<file path="config.mk">
export PLATFORM = sky130hd
export DESIGN_NAME = multicycle_core_seq_flat
export DESIGN_NICKNAME = d
export VERILOG_FILES = /design/src/rtl/multicycle_core_seq_if.sv /design/src/rtl/multicycle_core_seq.sv /design/src/flat_wrapper.sv
export SDC_FILE = /design/constraint.sdc
export NUM_CORES = 1
export LEC_CHECK = 0
export ABC_AREA = 0
export BUFFER_PORTS_ARGS = -buffer_cell sky130_fd_sc_hd__buf_2
export CAP_MARGIN = 10
export CORE_UTILIZATION = 40
export CTS_BUF_LIST = sky130_fd_sc_hd__clkbuf_8
export DETAILED_ROUTE_END_ITERATION = 6
export PLACE_DENSITY = 0.76
export RECOVER_POWER = 50
export SYNTH_ARGS = -nofsm -noshare
export SYNTH_HDL_FRONTEND = slang
export SYNTH_SLANG_ARGS = --single-unit
export TNS_END_PERCENT = 20
</file>
<file path="constraint.sdc">
create_clock -name clk -period 3.2 [get_ports clk]
set_input_delay 0.64 -clock clk [delete_from_list [all_inputs] [get_ports clk]]
set_output_delay 0.64 -clock clk [all_outputs]
set_load 0.02 [all_outputs]
</file>
<file path="src/rtl/multicycle_core_seq_if.sv">
// Fetch and load/store handshake bundle between multicycle_core_seq (master)
// and the instruction/data memory ports (slave).
interface multicycle_core_seq_if #(
   parameter int unsigned XLEN = 32
) ();
   logic            ifu_req_valid;
   logic [XLEN-1:0] ifu_req_addr;
   logic            ifu_req_ready;
   logic            ifu_resp_valid;
   logic [31:0]     ifu_resp_inst;
   logic            ifu_resp_ready;
   logic            lsu_req_valid;
   logic            lsu_req_ready;
   logic            lsu_resp_valid;
   logic            lsu_resp_err;

   modport master (
      output ifu_req_valid, ifu_req_addr, ifu_resp_ready, lsu_req_valid,
      input  ifu_req_ready, ifu_resp_valid, ifu_resp_inst, lsu_req_ready,
             lsu_resp_valid, lsu_resp_err
   );

   modport slave (
      input  ifu_req_valid, ifu_req_addr, ifu_resp_ready, lsu_req_valid,
      output ifu_req_ready, ifu_resp_valid, ifu_resp_inst, lsu_req_ready,
             lsu_resp_valid, lsu_resp_err
   );
endinterface

</file>
<file path="src/rtl/multicycle_core_seq.sv">
// Multi-cycle sequencer: owns pc/inst, drives fetch and LSU handshakes, commits once per instr.
// Optional SEQ_PERF_CNT_EN adds 64-bit perf_cycle / perf_instret counters.
module multicycle_core_seq #(
   parameter int unsigned     XLEN     = 32,
   parameter logic [XLEN-1:0] RESET_PC = XLEN'(32'h8000_0000),
   parameter int unsigned     PC_STEP  = 4
) (
   input  logic                 clk,
   input  logic                 rst,
   multicycle_core_seq_if.master bus,
   input  logic                 dec_mem_rd,
   input  logic                 dec_mem_wr,
   input  logic                 dec_gpr_wen,
   input  logic                 dec_csr_wen,
   input  logic                 dec_jump,
   input  logic                 dec_ebreak,
   input  logic [XLEN-1:0]      jump_pc,
   output logic [XLEN-1:0]      pc,
   output logic [31:0]          inst,
   output logic                 gpr_wen,
   output logic                 csr_wen,
   output logic                 commit,
   output logic                 halted,
   output logic [1:0]           halt_cause
`ifdef SEQ_PERF_CNT_EN
   ,
   output logic [63:0]          perf_cycle,
   output logic [63:0]          perf_instret
`endif
);

   localparam logic [31:0] NopInst = 32'h0000_0013;

   typedef enum logic [2:0] {
      StFetchReq, StFetchWait, StExec, StMemReq, StMemWait, StWb, StHalt
   } state_e;

   state_e          state_q, state_d;
   logic [XLEN-1:0] pc_q, pc_d;
   logic [31:0]     inst_q, inst_d;
   logic [1:0]      cause_q, cause_d;

   always_ff @(posedge clk or negedge rst) begin
      if (!rst) begin
         state_q <= StFetchReq;
         pc_q    <= RESET_PC;
         inst_q  <= NopInst;
         cause_q <= 2'b00;
      end else begin
         state_q <= state_d;
         pc_q    <= pc_d;
         inst_q  <= inst_d;
         cause_q <= cause_d;
      end
   end

   always_comb begin
      state_d = state_q;
      pc_d    = pc_q;
      inst_d  = inst_q;
      cause_d = cause_q;
      unique case (state_q)
         StFetchReq: if (bus.ifu_req_ready) state_d = StFetchWait;
         StFetchWait: begin
            if (bus.ifu_resp_valid) begin
               state_d = StExec;
               inst_d  = bus.ifu_resp_inst;
            end
         end
         StExec: begin
            if (dec_ebreak) begin
               state_d = StHalt;
               cause_d = 2'b01;
            end else if (dec_mem_rd || dec_mem_wr) begin
               state_d = StMemReq;
            end else begin
               state_d = StWb;
            end
         end
         StMemReq: begin
            // A response coincident with acceptance skips the wait state.
            if (bus.lsu_req_ready) begin
               if (!bus.lsu_resp_valid) begin
                  state_d = StMemWait;
               end else if (bus.lsu_resp_err) begin
                  state_d = StHalt;
                  cause_d = 2'b10;
               end else begin
                  state_d = StWb;
               end
            end
         end
         StMemWait: begin
            if (bus.lsu_resp_valid) begin
               if (bus.lsu_resp_err) begin
                  state_d = StHalt;
                  cause_d = 2'b10;
               end else begin
                  state_d = StWb;
               end
            end
         end
         StWb: begin
            state_d = StFetchReq;
            pc_d    = dec_jump ? jump_pc : pc_q + XLEN'(PC_STEP);
         end
         StHalt:  state_d = StHalt;
         default: state_d = StFetchReq;
      endcase
   end

   always_comb begin
      bus.ifu_req_valid  = 1'b0;
      bus.ifu_resp_ready = 1'b0;
      bus.lsu_req_valid  = 1'b0;
      gpr_wen            = 1'b0;
      csr_wen            = 1'b0;
      commit             = 1'b0;
      halted             = 1'b0;
      // Reset state is StFetchReq, so the request must be masked while reset is held.
      if (rst) begin
         unique case (state_q)
            StFetchReq:  bus.ifu_req_valid  = 1'b1;
            StFetchWait: bus.ifu_resp_ready = 1'b1;
            StMemReq:    bus.lsu_req_valid  = 1'b1;
            StWb: begin
               gpr_wen = dec_gpr_wen;
               csr_wen = dec_csr_wen;
               commit  = 1'b1;
            end
            StHalt:  halted = 1'b1;
            default: ;
         endcase
      end
   end

   assign bus.ifu_req_addr = pc_q;
   assign pc               = pc_q;
   assign inst             = inst_q;
   assign halt_cause       = cause_q;

`ifdef SEQ_PERF_CNT_EN
   logic [63:0] cycle_q, instret_q;

   always_ff @(posedge clk or negedge rst) begin
      if (!rst) begin
         cycle_q   <= 64'd0;
         instret_q <= 64'd0;
      end else begin
         cycle_q <= cycle_q + 64'd1;
         if (commit) instret_q <= instret_q + 64'd1;
      end
   end

   assign perf_cycle   = cycle_q;
   assign perf_instret = instret_q;
`endif

endmodule

</file>
<file path="src/flat_wrapper.sv">
// flat-port wrapper written by rule: the top's interface ports become plain ports
module multicycle_core_seq_flat 
#(
   parameter int unsigned     XLEN     = 32,
   parameter logic [XLEN-1:0] RESET_PC = XLEN'(32'h8000_0000),
   parameter int unsigned     PC_STEP  = 4
)
  (clk, rst, dec_mem_rd, dec_mem_wr, dec_gpr_wen, dec_csr_wen, dec_jump, dec_ebreak, jump_pc, pc, inst, gpr_wen, csr_wen, commit, halted, halt_cause, bus_ifu_req_valid, bus_ifu_req_addr, bus_ifu_resp_ready, bus_lsu_req_valid, bus_ifu_req_ready, bus_ifu_resp_valid, bus_ifu_resp_inst, bus_lsu_req_ready, bus_lsu_resp_valid, bus_lsu_resp_err);
  multicycle_core_seq_if #(.XLEN(XLEN)) bus_i ();
  input  logic clk;
  input  logic rst;
  input  logic dec_mem_rd;
  input  logic dec_mem_wr;
  input  logic dec_gpr_wen;
  input  logic dec_csr_wen;
  input  logic dec_jump;
  input  logic dec_ebreak;
  input  logic [XLEN-1:0] jump_pc;
  output logic [XLEN-1:0] pc;
  output logic [31:0] inst;
  output logic gpr_wen;
  output logic csr_wen;
  output logic commit;
  output logic halted;
  output logic [1:0] halt_cause;
  output wire logic [$bits(bus_i.ifu_req_valid)-1:0] bus_ifu_req_valid;
  output wire logic [$bits(bus_i.ifu_req_addr)-1:0] bus_ifu_req_addr;
  output wire logic [$bits(bus_i.ifu_resp_ready)-1:0] bus_ifu_resp_ready;
  output wire logic [$bits(bus_i.lsu_req_valid)-1:0] bus_lsu_req_valid;
  input wire logic [$bits(bus_i.ifu_req_ready)-1:0] bus_ifu_req_ready;
  input wire logic [$bits(bus_i.ifu_resp_valid)-1:0] bus_ifu_resp_valid;
  input wire logic [$bits(bus_i.ifu_resp_inst)-1:0] bus_ifu_resp_inst;
  input wire logic [$bits(bus_i.lsu_req_ready)-1:0] bus_lsu_req_ready;
  input wire logic [$bits(bus_i.lsu_resp_valid)-1:0] bus_lsu_resp_valid;
  input wire logic [$bits(bus_i.lsu_resp_err)-1:0] bus_lsu_resp_err;
  assign bus_ifu_req_valid = bus_i.ifu_req_valid;
  assign bus_ifu_req_addr = bus_i.ifu_req_addr;
  assign bus_ifu_resp_ready = bus_i.ifu_resp_ready;
  assign bus_lsu_req_valid = bus_i.lsu_req_valid;
  assign bus_i.ifu_req_ready = bus_ifu_req_ready;
  assign bus_i.ifu_resp_valid = bus_ifu_resp_valid;
  assign bus_i.ifu_resp_inst = bus_ifu_resp_inst;
  assign bus_i.lsu_req_ready = bus_lsu_req_ready;
  assign bus_i.lsu_resp_valid = bus_lsu_resp_valid;
  assign bus_i.lsu_resp_err = bus_lsu_resp_err;
  multicycle_core_seq #(.XLEN(XLEN), .RESET_PC(RESET_PC), .PC_STEP(PC_STEP)) u_core (.clk(clk), .rst(rst), .bus(bus_i), .dec_mem_rd(dec_mem_rd), .dec_mem_wr(dec_mem_wr), .dec_gpr_wen(dec_gpr_wen), .dec_csr_wen(dec_csr_wen), .dec_jump(dec_jump), .dec_ebreak(dec_ebreak), .jump_pc(jump_pc), .pc(pc), .inst(inst), .gpr_wen(gpr_wen), .csr_wen(csr_wen), .commit(commit), .halted(halted), .halt_cause(halt_cause));
endmodule
</file>
==> results of run 1 <==
[sequential cells by signal, indices dropped and copies added, names as in the netlist]
register and cells:
u_core.state_q 3, u_core.halt_cause 2, u_core.bus.ifu_req_addr 32, u_core.inst 32
[final cells by class]
class                   instances  area [µm²]  share of cell area, %
multi-input cells             276        1812                  37.75
well taps                     129       161.4                  3.363
clock buffers                   9       123.9                  2.581
inverters                       5       18.77                 0.3910
repair buffers                189       902.1                  18.80
clock inverters                 7       50.05                  1.043
flip-flops and latches         69        1732                  36.08
[power by group through the flow]
stage	combinational (mW)	sequential (mW)	clock, mW
5_1_grt	2.56	1.87	0.701
4_1_cts	2.46	1.78	0.667
6_report	2.36	1.79	0.648
2_1_floorplan	1.43	2.12	0
3_3_place_gp	2.41	1.76	0
3_5_place_dp	2.45	1.79	0
[worst max-delay path by stage]
stage | from | cells after the start | end | slack (ns)
after floorplan | u_core.state_q[0] | 6 | commit | 1.13
after global placement | u_core.state_q[0] | 5 | commit | 1.00
after detailed placement | u_core.state_q[0] | 5 | commit | 0.93
after CTS | u_core.state_q[0] | 5 | commit | 0.54
after global routing | u_core.state_q[2] | 4 | u_core.bus.ifu_req_addr[22] | 0.22
final | u_core.state_q[2] | 4 | u_core.bus.ifu_req_addr[26] | 0.54
[cell usage in the layout, fill, tap and decap left out, drive strengths merged, types with 2 or more instances in the layout]
master      n
a41oi       4
o22ai       2
inv         7
nor4        6
a21o        2
a311oi      4
nand3b      2
a32oi       3
a31oi       4
or4         3
clkinvlp    3
clkinv      2
and4        4
nor3b       4
a21oi      27
a211oi      7
nand2      23
nand4       9
nor2b       2
o211ai      2
buf       139
nand3      22
dfrtp      65
mux2       34
dfstp       4
clkbuf     59
and2        2
nand2b      2
o22a        3
o21ai      31
nor3       16
o21a        2
and3       11
nor2       26
or3        10
[per-layer routing]
| metal | wire length [µm] | part of all wire [%] |
|---|---|---|
| met1 | 4708 | 42 |
| met2 | 5685 | 51 |
| met5 | 0 | 0 |
| met3 | 568 | 5.1 |
| met4 | 134 | 1.2 |
[cell families (layout without fill, tap and decap cells)]
family	count (synthesis)	in the layout	share of synthesized area [%]
compound gates	98	98	15.60
simple gates	142	142	20.25
flops	69	69	44.42
buf+inv	62	210	9.339
mux	35	35	10.08
fa+ha+maj	1	1	0.3209
[per-stage QoR]
stage | utilization (%) | power [mW] | area, µm²
2_1_floorplan | - | 3.552 | 3899
3_3_place_gp | 50.30 | 4.166 | 4692
3_5_place_dp | 50.30 | 4.245 | 4692
4_1_cts | 52.17 | 4.905 | 4866
5_1_grt | 51.46 | 5.130 | 4800
6_report | 51.46 | 4.802 | 4800
==> metrics, run 1 <==
post_cts resized=0; total number of vias=3693; type of the setup path with the least slack=reg2reg; total number of nets in the final design=628; worst-case clock buffer depth=2; M1 GR Usage=28.63%; average detailed-routed wire length per instance=16.22 µm; kind of end point of the critical path=register; Net Count, Synth=485; most common flop cell mapped by yosys=dfrtp_1; number of warnings reported in the yosys synthesis log=0; setup total negative slack=0 ns; Power Density=1001 mW/mm²; final period utilization=83.24%; share of power burned in the clock network=13.5%; most frequent cell after synthesis=dfrtp_1; fillcell total=915; aggregate global-route resource usage=21.70%; Clk Latency, worst-skew pair=0.34 ns; unique cell type count in the Yosys netlist=52; via density per instance=5.399; global-route congestion overflow total=0; routability congestion estimate from global placement=0.9166; Die Area=0.01015 mm²; standard cell with the maximum stage delay on the critical path=clkbuf_1; crit-path leading delay family=buffers and inverters; area leader, netlist=dfrtp_1; post-synthesis sequential area ratio=44.42%; Clock Skews=0.01101 ns; final critical path time including I/O delays and setup=2.664 ns; dpl cells=668; largest cells by area after synthesis=dfrtp_1 42%, mux2_2 9.8%, buf_4 6.2%; global-route track usage on met3=3.745%; FF+latch count, synth=69; final worst slack=0.5365 ns; Routed Antenna Nets=0; DRC violation total after the first TritonRoute iteration=237; postcts setup bufs=0; share of layout cells above drive strength 1=36.76%; maximum number of pins on one net before global-route repair=54; CP cell instances=nand3b_1, clkbuf_1, nor4_1, a221oi_1; Final Max Tran Viols=43; critical path fanouts, max=42; clock tree root driver cell=clkbuf_8; clock input transition at the sequential cells of the worst setup and hold paths=0.08 ns; origin of the critical flop-to-flop path=u_core.state_q[2]; floorplan row count=35; path category of the worst min-delay check=in2async; capturing point of the worst reg2reg path=u_core.bus.ifu_req_addr[26]; Pleak=2.105 nW; max capacitance violation total=1; share of total power in combinational logic=49.2%; share of Yosys cell area claimed by the top area cell type=41.72%; Num CTS Buffers=9; delay of the slowest cell on the worst path=1.14 ns; maximum achievable frequency=375.4 MHz; depth of the most critical reg-to-reg path=4; number of remaining DRC errors=0; Switching Power=2.380 mW; proportion of synthesized flip-flops having asynchronous set or reset=100.0%; sw frac=49.55%; per-instance average area after synthesis=9.579 µm²; antenna violations before repair=0; Max VDD drop=0.4773 mV; Starting Density=41.80%; detailed-routing iteration count for the pre-antenna-repair pass=5; Mapped Cells=407; via count of the first global-routing pass=3335; Final Hold Violating Endpoints=0; Reg power frac=37.3%; quantity of I/O buffers inserted on ports=181; final setup violating endpoints=0; post-cts hold buffer count=0; fin cells=684; violations in the final reports=max-capacitance violations, max-slew violations; outcome=complete, but fails checks; detailed-route wire length=11100 µm; number of I/O pins=182; Synth Cell Area=0.003899 mm²; number of synthesized flops with an enable pin=0; Fin Hold WS=0.2004 ns; Std-Cell Core Area=0.009328 mm²; layer with the highest usage after global routing=met2; DP Wirelength=8211 µm; post-placement setup slack=0.9254 ns; critical path required time=3.44 ns; CTS tree=built; post-synthesis to final-layout area growth=23.11%; antenna cell count=0; worst slew pin tran=1.572 ns; crit path launch type=register; leading cell types by count after synthesis=65 x dfrtp_1, 34 x mux2_2, 32 x buf_4, 31 x o21ai_0, 27 x a21oi_1; setup repair after global routing missed its margin=false; GR Layer Usage met2=36.51%; x dimension of the die=100.7 µm; flop2flop setup slack=0.54 ns; die extent in y=100.7 µm; H-Tree Level Count=3; WP buf/inv=1; data arrival time of the critical path=2.90 ns; count of clock tree sinks=69; internal power summed over all cells=2.423 mW; worst rel slew slack=-4.805%; global-route wire length before repair=17030 µm
Note: power is estimated with default switching activity, not from simulation.
==> run 2, diff against run 1 <==
- ABC_AREA: 0 -> 1
- PLACE_DENSITY: 0.76 -> 0.78
- clock period: 3.2 -> 2.4 ns (I/O delays scaled with it)
==> run 2 against run 1 <==
Combinational power increased by 52%. The run still ends with max-capacitance violations, max-slew violations left. Largest power group unchanged. Highest routed layer unchanged. Synthesized cell count up 31%. Clock-buffer cell count did not move. Global-route usage hardly changed. Wire length rose by 4.2%. Non-clock buffer count shrank 4. Synthesized area is 7.0% higher. Clock skew down 0.0048 ns. Final cell count up 20%. Die area grew 6.8%.
==> metrics, run 2 <==
antenna violations before repair=0 (unchanged); global-route wire length before repair=18810 µm (+10%); Clock Skews=0.006177 ns (-0.004832 ns); setup total negative slack=0 ns (unchanged); number of I/O pins=182 (unchanged); H-Tree Level Count=3 (unchanged); CTS tree=built; average detailed-routed wire length per instance=14.06 µm (-13%); most common cell after layout, fill and taps aside=nand2_1; utilization after layout=50.55% (-0.90 points); setup repair after global routing missed its margin=false; share of Yosys cell area claimed by the top area cell type=39.00% (-2.7 points); most common flop cell mapped by yosys=dfrtp_1; total number of vias=4118 (+12%); Num CTS Buffers=9 (unchanged); share of layout cells above drive strength 1=29.32% (-7.4 points); post-synthesis to final-layout area growth=20.67%; Max VDD drop=0.6786 mV (+42%); via count of the first global-routing pass=4105 (+23%); per-instance average area after synthesis=7.839 µm² (-18%); outcome=complete, but fails checks; Std-Cell Core Area=0.009955 mm² (+6.7%); path category of the worst min-delay check=in2reg; Mapped Cells=532 (+31%); clock tree root driver cell=clkbuf_8; Pleak=2.508 nW (+19%); DRC violation total after the first TritonRoute iteration=226 (-4.6%); most frequent cell after synthesis=nand2_1; die extent in y=104.1 µm (+3.4%); Synth Cell Area=0.004170 mm² (+7.0%); area leader, netlist=dfrtp_1; Routed Antenna Nets=0 (unchanged); delay of the slowest cell on the worst path=0.52 ns (-0.62 ns); worst slew pin tran=1.715 ns (+0.1431 ns); flop2flop setup slack=0.49 ns (-0.05 ns); via density per instance=5.010 (-7.2%); final period utilization=86.51%; Final Hold Violating Endpoints=0 (unchanged); detailed-route wire length=11560 µm (+4.2%); antenna cell count=0 (unchanged); Net Count, Synth=610 (+26%); final critical path time including I/O delays and setup=2.076 ns; floorplan row count=36 (+2.9%); max capacitance violation total=1 (unchanged); routability congestion estimate from global placement=0.9230 (+0.70%); violations in the final reports=max-capacitance violations, max-slew violations; post-synthesis sequential area ratio=41.52% (-2.9 points); kind of end point of the critical path=output pin; x dimension of the die=104.1 µm (+3.4%); Starting Density=41.89% (+0.095 points); worst-case clock buffer depth=2 (unchanged); Die Area=0.01084 mm² (+6.8%); proportion of synthesized flip-flops having asynchronous set or reset=100.0% (unchanged); CP cell instances=nand3_4, inv_2, nand2_1, nor2_1, buf_2; unique cell type count in the Yosys netlist=38 (-27%); crit path launch type=register; clock input transition at the sequential cells of the worst setup and hold paths=0.08 ns (about the same); detailed-routing iteration count for the pre-antenna-repair pass=5 (unchanged); Final Max Tran Viols=70 (+63%); critical path fanouts, max=19 (-55%); overall power=6.815 mW (+42%); worst rel slew slack=-14.34% (-9.5 points); count of clock tree sinks=69 (unchanged); number of synthesized flops with an enable pin=0 (unchanged); number of warnings reported in the yosys synthesis log=0 (unchanged); critical path required time=1.92 ns (-1.52 ns); post_cts resized=0 (unchanged); global-route congestion overflow total=0 (unchanged); leading cell types by count after synthesis=155 x nand2_1, 70 x nor2_1, 65 x dfrtp_1, 42 x inv_1, 38 x nand3_1; post-cts hold buffer count=0 (unchanged); quantity of I/O buffers inserted on ports=181 (unchanged); standard cell with the maximum stage delay on the critical path=dfrtp_1; final setup violating endpoints=0 (unchanged); FF+latch count, synth=69 (unchanged); type of the setup path with the least slack=reg2out; maximum number of pins on one net before global-route repair=70 (+30%); DP Wirelength=8681 µm (+5.7%); Clk Latency, worst-skew pair=0.35 ns (about the same); aggregate global-route resource usage=21.67% (-0.027 points); maximum achievable frequency=481.6 MHz; top library cells by usage in the layout, fill and taps aside=155 x nand2_1, 128 x buf_2, 70 x nor2_1; largest cells by area after synthesis=dfrtp_1 39%, nand2_1 14%, mux2_2 8.1%; data arrival time of the critical path=1.60 ns (-1.30 ns); postcts setup bufs=0 (unchanged); number of remaining DRC errors=0 (unchanged); total number of nets in the final design=762 (+21%); Power Density=1354 mW/mm² (+35%)
## run 2: cell types whose count changed after synthesis, sizes merged, moves of 13 or more
cell / previous run / this run
nand2: 23 / 158
nor2: 26 / 80
inv: 5 / 45
a21oi: 27 / 7
nand3: 22 / 40
o21ai: 31 / 15
clkbuf: 15 / 2
## run 2: layer usage
layer	up-vias	track usage [%]	wire length [µm]
met4	0	8.469	212
li1	1984	-	-
met2	196	37.90	5725
met3	19	7.080	936
met5	-	0	0
met1	1919	24.34	4685
## run 2: stage by stage
stage / area [µm²] / hold WS [ns] / instances / setup WS [ns]
after global routing: 5032 / 0.3261 / 822 / 0.1808
after global placement: 4935 / 0.4627 / 806 / 0.5595
after CTS: 5101 / 0.3176 / 822 / 0.3040
after detailed placement: 4935 / 0.4618 / 806 / 0.4598
after floorplan: 4170 / 0.1844 / 532 / 0.6463
final: 5032 / 0.3344 / 822 / 0.3236
## run 2: path summary, 6_finish.rpt
check                                     start                     endpoint  depth (start not counted)
setup / recovery              u_core.state_q[0]                      csr_wen                          5
hold / removal                       jump_pc[0]   u_core.bus.ifu_req_addr[0]                          3
setup reg to reg              u_core.state_q[2]               u_core.inst[2]                          3
hold reg to reg            u_core.halt_cause[1]         u_core.halt_cause[1]                          2
max in group asynchronous                   rst               u_core.inst[6]                          2
min in group asynchronous                   rst  u_core.bus.ifu_req_addr[25]                          2
## run 2: logic make-up after synthesis
group	after synthesis	share of synthesized area [%]
XOR/XNOR	3	0.6302
flip-flops	69	41.52
AND/OR/NAND/NOR	289	29.37
adder cells (fa/ha/maj)	1	0.3000
buffers and inverters	89	12.15
multiplexers	32	8.641
AO/OA/AOI/OAI	49	7.381
## run 2: power breakdown
| part | switching [mW] | total, mW | internal (mW) |
|---|---|---|---|
| clock network | 0.463 | 0.830 | 0.367 |
| registers | 0.649 | 2.41 | 1.76 |
| logic | 2.38 | 3.58 | 1.20 |
## run 2: area by class of cell
| cell class | count | area [µm²] |
|---|---|---|
| sequential | 69 | 1732 |
| timing repair buffer | 185 | 867.1 |
| clock buffer | 9 | 123.9 |
| inverter | 45 | 168.9 |
| clock inverter | 7 | 42.54 |
| multi-input combinational | 374 | 1932 |
| tap | 133 | 166.4 |
| fill | 979 | 4922 |
## run 2: critical path: cells and delay by family, from the launching register on
| kind | cells | cell delay [ns] |
|---|---|---|
| buf+inv | 2 | 0.31 |
| simple gates | 3 | 0.42 |
| flops | 1 | 0.52 |
